===== src/rtl/apb_uart_tx.sv =====
// APB slave UART transmitter: TX FIFO plus 8N1 serialiser.
// Registers: TXDATA, STATUS, BAUDDIV, CTRL.
module apb_uart_tx #(
    parameter int          FIFO_DEPTH = 8,
    parameter logic [15:0] DIV_RESET  = 16'd434
) (
    input  logic        PCLK,
    input  logic        PRESET,
    input  logic        PSEL,
    input  logic        PENABLE,
    input  logic        PWRITE,
    input  logic [4:0]  PADDR,
    input  logic [31:0] PWDATA,
    output logic [31:0] PRDATA,
    output logic        PREADY,
    output logic        PSLVERR,
    output logic        txd,
    output logic        irq
);

    localparam int AW = $clog2(FIFO_DEPTH);
    localparam int CW = AW + 1;

    typedef enum logic [1:0] {
        IDLE,
        START,
        DATA,
        STOP
    } state_t;

    state_t        state_q, state_d;
    logic [7:0]    mem [FIFO_DEPTH];
    logic [AW-1:0] wp, rp;
    logic [CW-1:0] count;
    logic [15:0]   baud;
    logic [1:0]    ctrl;
    logic          arm_q;
    logic [15:0]   div_q, div_d;
    logic [15:0]   bit_cnt_q, bit_cnt_d;
    logic [2:0]    bit_idx_q, bit_idx_d;
    logic [7:0]    shift_q, shift_d;
    logic          txd_q, txd_d;
    logic          pop;

    logic       access, wr, full, empty, push, busy, tx_en, bit_end;
    logic [2:0] idx;
    logic [3:0] cnt4;
    logic [31:0] status;
    logic [15:0] div_eff;

    assign access  = PSEL & PENABLE;
    assign wr      = access & PWRITE;
    assign idx     = PADDR[4:2];
    assign full    = (count == CW'(FIFO_DEPTH));
    assign empty   = (count == '0);
    assign push    = wr & (idx == 3'd0) & ~full;
    assign busy    = (state_q != IDLE);
    assign tx_en   = ctrl[0];
    assign cnt4    = 4'(count);
    assign status  = {24'b0, cnt4, 1'b0, busy, empty, full};
    assign div_eff = (baud == 16'd0) ? 16'd1 : baud;
    assign bit_end = (bit_cnt_q == div_q - 16'd1);

    assign PREADY  = 1'b1;
    assign PSLVERR = access & ((PWRITE & (idx == 3'd0) & full) | (idx > 3'd3));
    assign txd     = txd_q;
    assign irq     = ctrl[1] & empty;

    always_comb begin
        PRDATA = 32'b0;
        if (PSEL & ~PWRITE) begin
            case (idx)
                3'd1:    PRDATA = status;
                3'd2:    PRDATA = {16'b0, baud};
                3'd3:    PRDATA = {30'b0, ctrl};
                default: PRDATA = 32'b0;
            endcase
        end
    end

    always_ff @(posedge PCLK) begin
        if (push) mem[wp] <= PWDATA[7:0];
    end

    always_ff @(posedge PCLK) begin
        if (PRESET) begin
            wp    <= '0;
            rp    <= '0;
            count <= '0;
            baud  <= DIV_RESET;
            ctrl  <= 2'b0;
        end else begin
            if (push) wp <= wp + 1'b1;
            if (pop)  rp <= rp + 1'b1;
            case ({push, pop})
                2'b10:   count <= count + 1'b1;
                2'b01:   count <= count - 1'b1;
                default: count <= count;
            endcase
            if (wr && idx == 3'd2) baud <= PWDATA[15:0];
            if (wr && idx == 3'd3) ctrl <= PWDATA[1:0];
        end
    end

    // Frame start waits one extra cycle after the FIFO goes non-empty.
    always_ff @(posedge PCLK) begin
        if (PRESET) begin
            state_q   <= IDLE;
            arm_q     <= 1'b0;
            div_q     <= 16'd1;
            bit_cnt_q <= '0;
            bit_idx_q <= '0;
            shift_q   <= '0;
            txd_q     <= 1'b1;
        end else begin
            state_q   <= state_d;
            arm_q     <= (state_q == IDLE) & tx_en & ~empty;
            div_q     <= div_d;
            bit_cnt_q <= bit_cnt_d;
            bit_idx_q <= bit_idx_d;
            shift_q   <= shift_d;
            txd_q     <= txd_d;
        end
    end

    always_comb begin
        state_d   = state_q;
        div_d     = div_q;
        bit_cnt_d = bit_cnt_q;
        bit_idx_d = bit_idx_q;
        shift_d   = shift_q;
        txd_d     = txd_q;
        pop       = 1'b0;
        unique case (state_q)
            IDLE: begin
                if (arm_q & tx_en & ~empty) begin
                    pop       = 1'b1;
                    shift_d   = mem[rp];
                    div_d     = div_eff;
                    bit_cnt_d = '0;
                    txd_d     = 1'b0;
                    state_d   = START;
                end
            end
            START: begin
                if (bit_end) begin
                    bit_cnt_d = '0;
                    bit_idx_d = '0;
                    txd_d     = shift_q[0];
                    shift_d   = shift_q >> 1;
                    state_d   = DATA;
                end else begin
                    bit_cnt_d = bit_cnt_q + 16'd1;
                end
            end
            DATA: begin
                if (bit_end) begin
                    bit_cnt_d = '0;
                    if (bit_idx_q == 3'd7) begin
                        txd_d   = 1'b1;
                        state_d = STOP;
                    end else begin
                        txd_d     = shift_q[0];
                        shift_d   = shift_q >> 1;
                        bit_idx_d = bit_idx_q + 3'd1;
                    end
                end else begin
                    bit_cnt_d = bit_cnt_q + 16'd1;
                end
            end
            STOP: begin
                if (bit_end) begin
                    bit_cnt_d = '0;
                    if (tx_en & ~empty) begin
                        pop     = 1'b1;
                        shift_d = mem[rp];
                        div_d   = div_eff;
                        txd_d   = 1'b0;
                        state_d = START;
                    end else begin
                        state_d = IDLE;
                    end
                end else begin
                    bit_cnt_d = bit_cnt_q + 16'd1;
                end
            end
            default: state_d = IDLE;
        endcase
    end

endmodule


===== config.mk =====
export PLATFORM = sky130hd
export DESIGN_NAME = apb_uart_tx
export DESIGN_NICKNAME = d
export VERILOG_FILES = /design/src/rtl/apb_uart_tx.sv
export SDC_FILE = /design/constraint.sdc
export NUM_CORES = 1
export LEC_CHECK = 0
export CAP_MARGIN = 15
export CORE_MARGIN = 2
export CORE_UTILIZATION = 25
export DETAILED_ROUTE_END_ITERATION = 7
export PLACE_DENSITY = 0.54
export SLEW_MARGIN = 20
export SYNTH_ARGS = -nofsm -noshare
export SYNTH_HDL_FRONTEND = slang
export SYNTH_SLANG_ARGS = --single-unit

===== constraint.sdc =====
create_clock -name PCLK -period 4.6 [get_ports PCLK]
set_input_delay 0.46 -clock PCLK [delete_from_list [all_inputs] [get_ports PCLK]]
set_output_delay 0.46 -clock PCLK [all_outputs]
set_load 0.005 [all_outputs]

### Word level (Yosys, flattened, before mapping)

Memories as Yosys holds them, arrays and structs flattened. A register that Yosys moved wholly into a read port is not among the register bits.
Index checks and enable logic that the tools add are counted.

| operators by class | value |
|---|---|
| add/sub/neg operators | 7 |
| order comparisons | 1 |
| equal/unequal tests | 18 |
| muxes and demuxes | 44 |
| bitwise logic cells | 18 |
| reductions and logical operators | 16 |

Operators with widths:

| cell | number |
|---|---|
| 2-to-1 mux 16 bit | 6 |
| one-hot mux 16 bit (2 select lines) | 2 |
| 2-to-1 mux 8 bit | 6 |
| one-hot mux 16 bit (3 select lines) | 1 |
| 2-to-1 mux 32 bit | 1 |
| one-hot mux 8 bit (4 select lines) | 1 |
| adder 16 x 1 -> 16 bit (second input constant) | 1 |
| == test 16 bit | 1 |
| logical NOT 16 bit | 1 |
| subtractor 16 x 1 -> 16 bit (second input constant) | 1 |
| 2-to-1 mux 3 bit | 5 |
| AND 1 bit | 14 |
| 2-to-1 mux 1 bit | 12 |
| != test 2 bit (second input constant) | 6 |
| 2-to-1 mux 2 bit | 5 |
| AND reduction 5 bit | 2 |
| adder 3 x 1 -> 3 bit (second input constant) | 3 |
| one-hot mux 2 bit (4 select lines) | 1 |
| one-hot mux 4 bit (2 select lines) | 1 |
| AND reduction 4 bit | 2 |
| nonzero test 2 bit | 4 |
| == test 2 bit (second input constant) | 3 |
| == test 3 x 2 -> 1 bit (second input constant) | 2 |
| one-hot mux 3 bit (2 select lines) | 1 |
| other kinds (18) | 22 |

| storage, ports and cells | value |
|---|---|
| bits in registers | 75 |
| bits in writable memories | 64 |
| output and inout bits | 36 |
| logic and storage cells | 117 |
| memories kept | 1 |

Memories:

| memory | words | width | rd ports | clocked after Yosys merged registers in | write ports | RTL line | text |
|---|---|---|---|---|---|---|---|
| mem | 8 | 8 | 1 | 1 | 1 | 32 | `logic [7:0] mem [FIFO_DEPTH];` |

### Logic depth before layout (Yosys ltp)

| logic depth | value |
|---|---|
| depth in word-level cells | 8 |
| depth in mapped cells | 16 |
| mapped depth without buffers | 16 |

### Least setup slack after synthesis

No wires, ideal clock.

| timing | value |
|---|---|
| path type | register to register |
| start | register div_q[0] |
| end | register count[2] (netlist: cnt4[2]) |
| setup time | 70 ps |
| arrival time | 3674 ps |
| required time | 4530 ps |
| setup slack | 856 ps |
| cell stages (with the launch flop) | 17 |
| cells stage by stage | dfxtp_1 inv_1 ha_1 or3b_1 nor3_1 xnor2_1 nor4b_1 o2111a_4 nand3_1 a211oi_2 ha_1 xor2_1 ha_1 a21oi_1 xor2_1 or3_1 a21oi_1 |

| on the way | value |
|---|---|
| word-level cells in the longest chain between the ends | 6 |

RTL lines:

| element | RTL line | text |
|---|---|---|
| start: declaration | 38 | `logic [15:0] div_q, div_d;` |
| start signal: assignment | 118 | `div_q <= div_d;` |
| subtractor 16 x 1 -> 16 bit * | 62 | `assign bit_end = (bit_cnt_q == div_q - 16'd1);` |
| == test 16 bit * | 62 |  |
| 2-to-1 mux 1 bit * | 172 | `if (bit_end) begin` |
| one-hot mux 1 bit (2 select lines) * | 134 | `unique case (state_q)` |
| via pop | 43 | `logic pop;` |
| == test 2 x 1 -> 1 bit or == test 2 bit (tied branches) | 95 | `case ({push, pop})` |
| one-hot mux 4 bit (2 select lines) or nonzero test 2 bit (tied branches) | -- |  |
| end signal: assignment | 96 | `2'b10: count <= count + 1'b1;` |
| end signal: assignment | 97 | `2'b01: count <= count - 1'b1;` |
| end signal: assignment | 98 | `default: count <= count;` |
| end: declaration | 34 | `logic [CW-1:0] count;` |

Mark *: on every way through the listed nets, which the timed path passes. The rest lies on a longest branch.
A chain may end at the register's enable or synchronous reset.

### Worst setup path in the final report

Ends and elaborated chain as after synthesis.

==> results.json <==
{
  "p_sw_share_pct": 24.6,
  "h-tree-depth": 4,
  "cp-start-kind": "flop",
  "grt-ovfl-total": 0,
  "status": "finished, final reports clean",
  "p_comb_share_pct": 2.8,
  "routed_wirelength_mm": 16.1,
  "synth_seq_cells": 142,
  "cts_buffers": 17,
  "post_dp_cell_area_sq_um": 7950,
  "clock_skew_ns": 0.00964,
  "ant_nets": 0,
  "initial_core_util_pct": 25.3,
  "ys_warn_count": 0,
  "p_per_area_nw_per_um2": 323,
  "period_share_pct": 89.4,
  "cts_hold_buf": 0,
  "endpoint_kind": "flop",
  "post-route-cell-area_sq_um": 8560,
  "num_antenna_cells": 0,
  "finalNetCount": 776,
  "cp.arrival_ns": 4.47,
  "finalWeightedCongestion": 0.824,
  "cpLargestDelayFamily": "simple AND/OR/NAND/NOR gates",
  "seq_power_share_pct": 47.7,
  "critical_path_required_ns": 4.96,
  "synth_area_leaders": "edfxtp_1, dfxtp_1, mux4_2",
  "die_y_um": 174,
  "crit_slowest_cell": "or3b_1",
  "clock_sinks": 142,
  "dr.pass1.iters": 4,
  "setup_viol": 0,
  "grt_start_max_net_pins": 90,
  "fin_setup_tns_ns": 0,
  "cp.depth": 16,
  "path_max_fanout": 6,
  "dieWidth_um": 174,
  "ctsResizeCount": 0,
  "area_growth_syn_to_layout_pct": 18.7,
  "multi_input_area_sq_um": 3420,
  "dp_hpwl_mm": 11.2,
  "grt_usage_pct": 11.1,
  "async_flop_share_pct": 0,
  "regArea_sq_um": 3480,
  "r2r_start": "div_q[0]",
  "hold_ws_ns": 0.356,
  "p_switching_uw": 681,
  "grt_pass1_vias": 4888,
  "drive_above_1_share_pct": 10.8,
  "max_stage_delay_ns": 0.43,
  "core.rowCount": 62,
  "cts.clk_slew.worst_paths_ns": 0.07,
  "maxCapViolations": 0,
  "cts_setup_buffers": 0,
  "final-hold-violation-count": 0,
  "hold_path.class": "in -> reg",
  "synthCells": 686,
  "synthTopCellsByCount": "dfxtp_1, edfxtp_1, nand2_1",
  "worst_r2r_path_depth": 16,
  "cp_cell_sequence": "inv_1 > ha_1 > or3b_1 > nor3_1 > xnor2_1 > nor4b_1 > o2111a_4 > nand3_1 > a211oi_2 > ha_1 > xor2_1 > ha_1 > a21oi_1 > xor2_1 > or3_1 > a21oi_1",
  "numPortBuffers": 42,
  "r2r_slack_ns": 0.49,
  "antenna_found_initial": 0,
  "reg2reg_to": "cnt4[2]",
  "first_iter_violations": 298,
  "syn_area_sq_um": 7210,
  "clockBufferDepth": 2,
  "root_buffer": "clkbuf_16",
  "slew_headroom_pct": 30.9,
  "p_leak_nw": 2.86,
  "fin_crit_ns": 4.11,
  "clock_power_share_pct": 49.6,
  "ys_types": 71,
  "ioPinCount": 78,
  "via_per_inst": 4.47,
  "synth_most_common_cell": "dfxtp_1",
  "clk_latency_ns": 0.43,
  "yosys.area.top_type": "edfxtp_1",
  "cp_common_cell": "ha_1",
  "fmax_mhz": 243,
  "rsz0062_at_grt": "false",
  "p_int_mw": 2.09,
  "instances_no_fill": 1117,
  "grt_pass1_wl_mm": 26.4,
  "fin_util_pct": 30.0,
  "post_synth.cell_area_avg_sq_um": 10.5,
  "yosys.area.top_type_share_pct": 26.6,
  "ir_drop_v": 0.000253,
  "finalPower_mw": 2.77,
  "vias": 4993,
  "synth_enable_flop_cells": 64,
  "crit_type": "reg -> reg",
  "dp.cells": 1085,
  "core_area_sq_um": 28500,
  "wire_per_inst_um": 14.4,
  "fill_cells": 2977,
  "drv_slew": 0,
  "tightest_slew_ns": 1.03,
  "critPathCapture": "cnt4[2]",
  "drc": 0,
  "cts_tree": "built",
  "synth_flop_cell": "dfxtp_1",
  "design.die.area_sq_um": 30200,
  "crit_buf_inv": 1,
  "place_ws_ns": 0.511,
  "ys_seq_area_share_pct": 48.3,
  "setup_ws_ns": 0.489,
  "worstSetupStartpoint": "div_q[0]"
}
## cell families after synthesis
| family | count (synthesis) | synth area share, % |
|---|---|---|
| AO/OA/AOI/OAI | 109 | 10.8 |
| XOR/XNOR | 25 | 3.04 |
| adder cells (fa/ha/maj) | 14 | 2.43 |
| buffers and inverters | 75 | 5.10 |
| flip-flops | 142 | 48.3 |
| multiplexers | 55 | 10.5 |
| other | 2 | 0.104 |
| AND/OR/NAND/NOR | 264 | 19.8 |
## worst min path at each step
| stage | slack [ns] | start | to | cells past startpoint |
|---|---|---|---|---|
| floorplan | 0.44 | shift_q[7] | shift_q[7] | 2 |
| global placement | 0.46 | shift_q[7] | shift_q[7] | 2 |
| detailed placement | 0.47 | bit_cnt_q[15] | bit_cnt_q[15] | 2 |
| CTS | 0.34 | PRESET | bit_cnt_q[1] | 2 |
| global route | 0.36 | PRESET | bit_cnt_q[14] | 2 |
| finish | 0.36 | PRESET | bit_cnt_q[1] | 2 |
## power groups by stage
stage / registers [mW] / logic [mW] / clock network (mW)
after floorplan: 1.35 / 0.0462 / 0
after global placement: 1.35 / 0.0768 / 0
after detailed placement: 1.35 / 0.0777 / 0
after CTS: 1.32 / 0.0778 / 1.41
after global routing: 1.32 / 0.0857 / 1.47
final: 1.32 / 0.0767 / 1.37
## registers in the layout, summed over array words and instances, names as in the netlist, named ones only
register / cells
cnt4: 4
shift_q: 8
txd: 1
bit_idx_q: 3
ctrl: 2
wp: 3
arm_q: 1
baud: 16
div_q: 16
bit_cnt_q: 16
mem: 64
rp: 3
state_q: 2
## final cells by class
cell class                      count  area share (%)
Clock buffer                       17            4.97
Clock inverter                     15            2.13
Inverter                           25            1.10
Multi-Input combinational cell    484            39.9
Sequential cell                   142            40.7
Tap cell                          384            5.61
Timing Repair Buffer               50            5.55
## metal layers
layer	wire length, um	vias up	share of wire (%)	global-route usage [%]
met1	7870	2372	49	14.9
met5	0	-	0	0
li1	-	2516	-	-
met2	7370	84	46	17.2
met3	439	21	2.7	2.32
met4	395	0	2.5	4.83
## cells in the final DEF, fill, tap and decap left out, drive strengths merged, types with 10 or more instances in the layout
master / synthesis / layout
a21oi: 43 / 43
and2: 11 / 11
clkbuf: 25 / 17
clkdlybuf4s50: 0 / 41
conb: 2 / 17
dfxtp: 78 / 78
edfxtp: 64 / 64
ha: 14 / 14
inv: 25 / 32
mux2i: 35 / 35
mux4: 16 / 16
nand2: 58 / 58
nand2b: 44 / 44
nand3: 16 / 16
nor2: 53 / 53
nor3: 13 / 13
o21ai: 14 / 14
xnor2: 10 / 10
xor2: 15 / 15
Note: power is estimated with default switching activity, not from simulation.
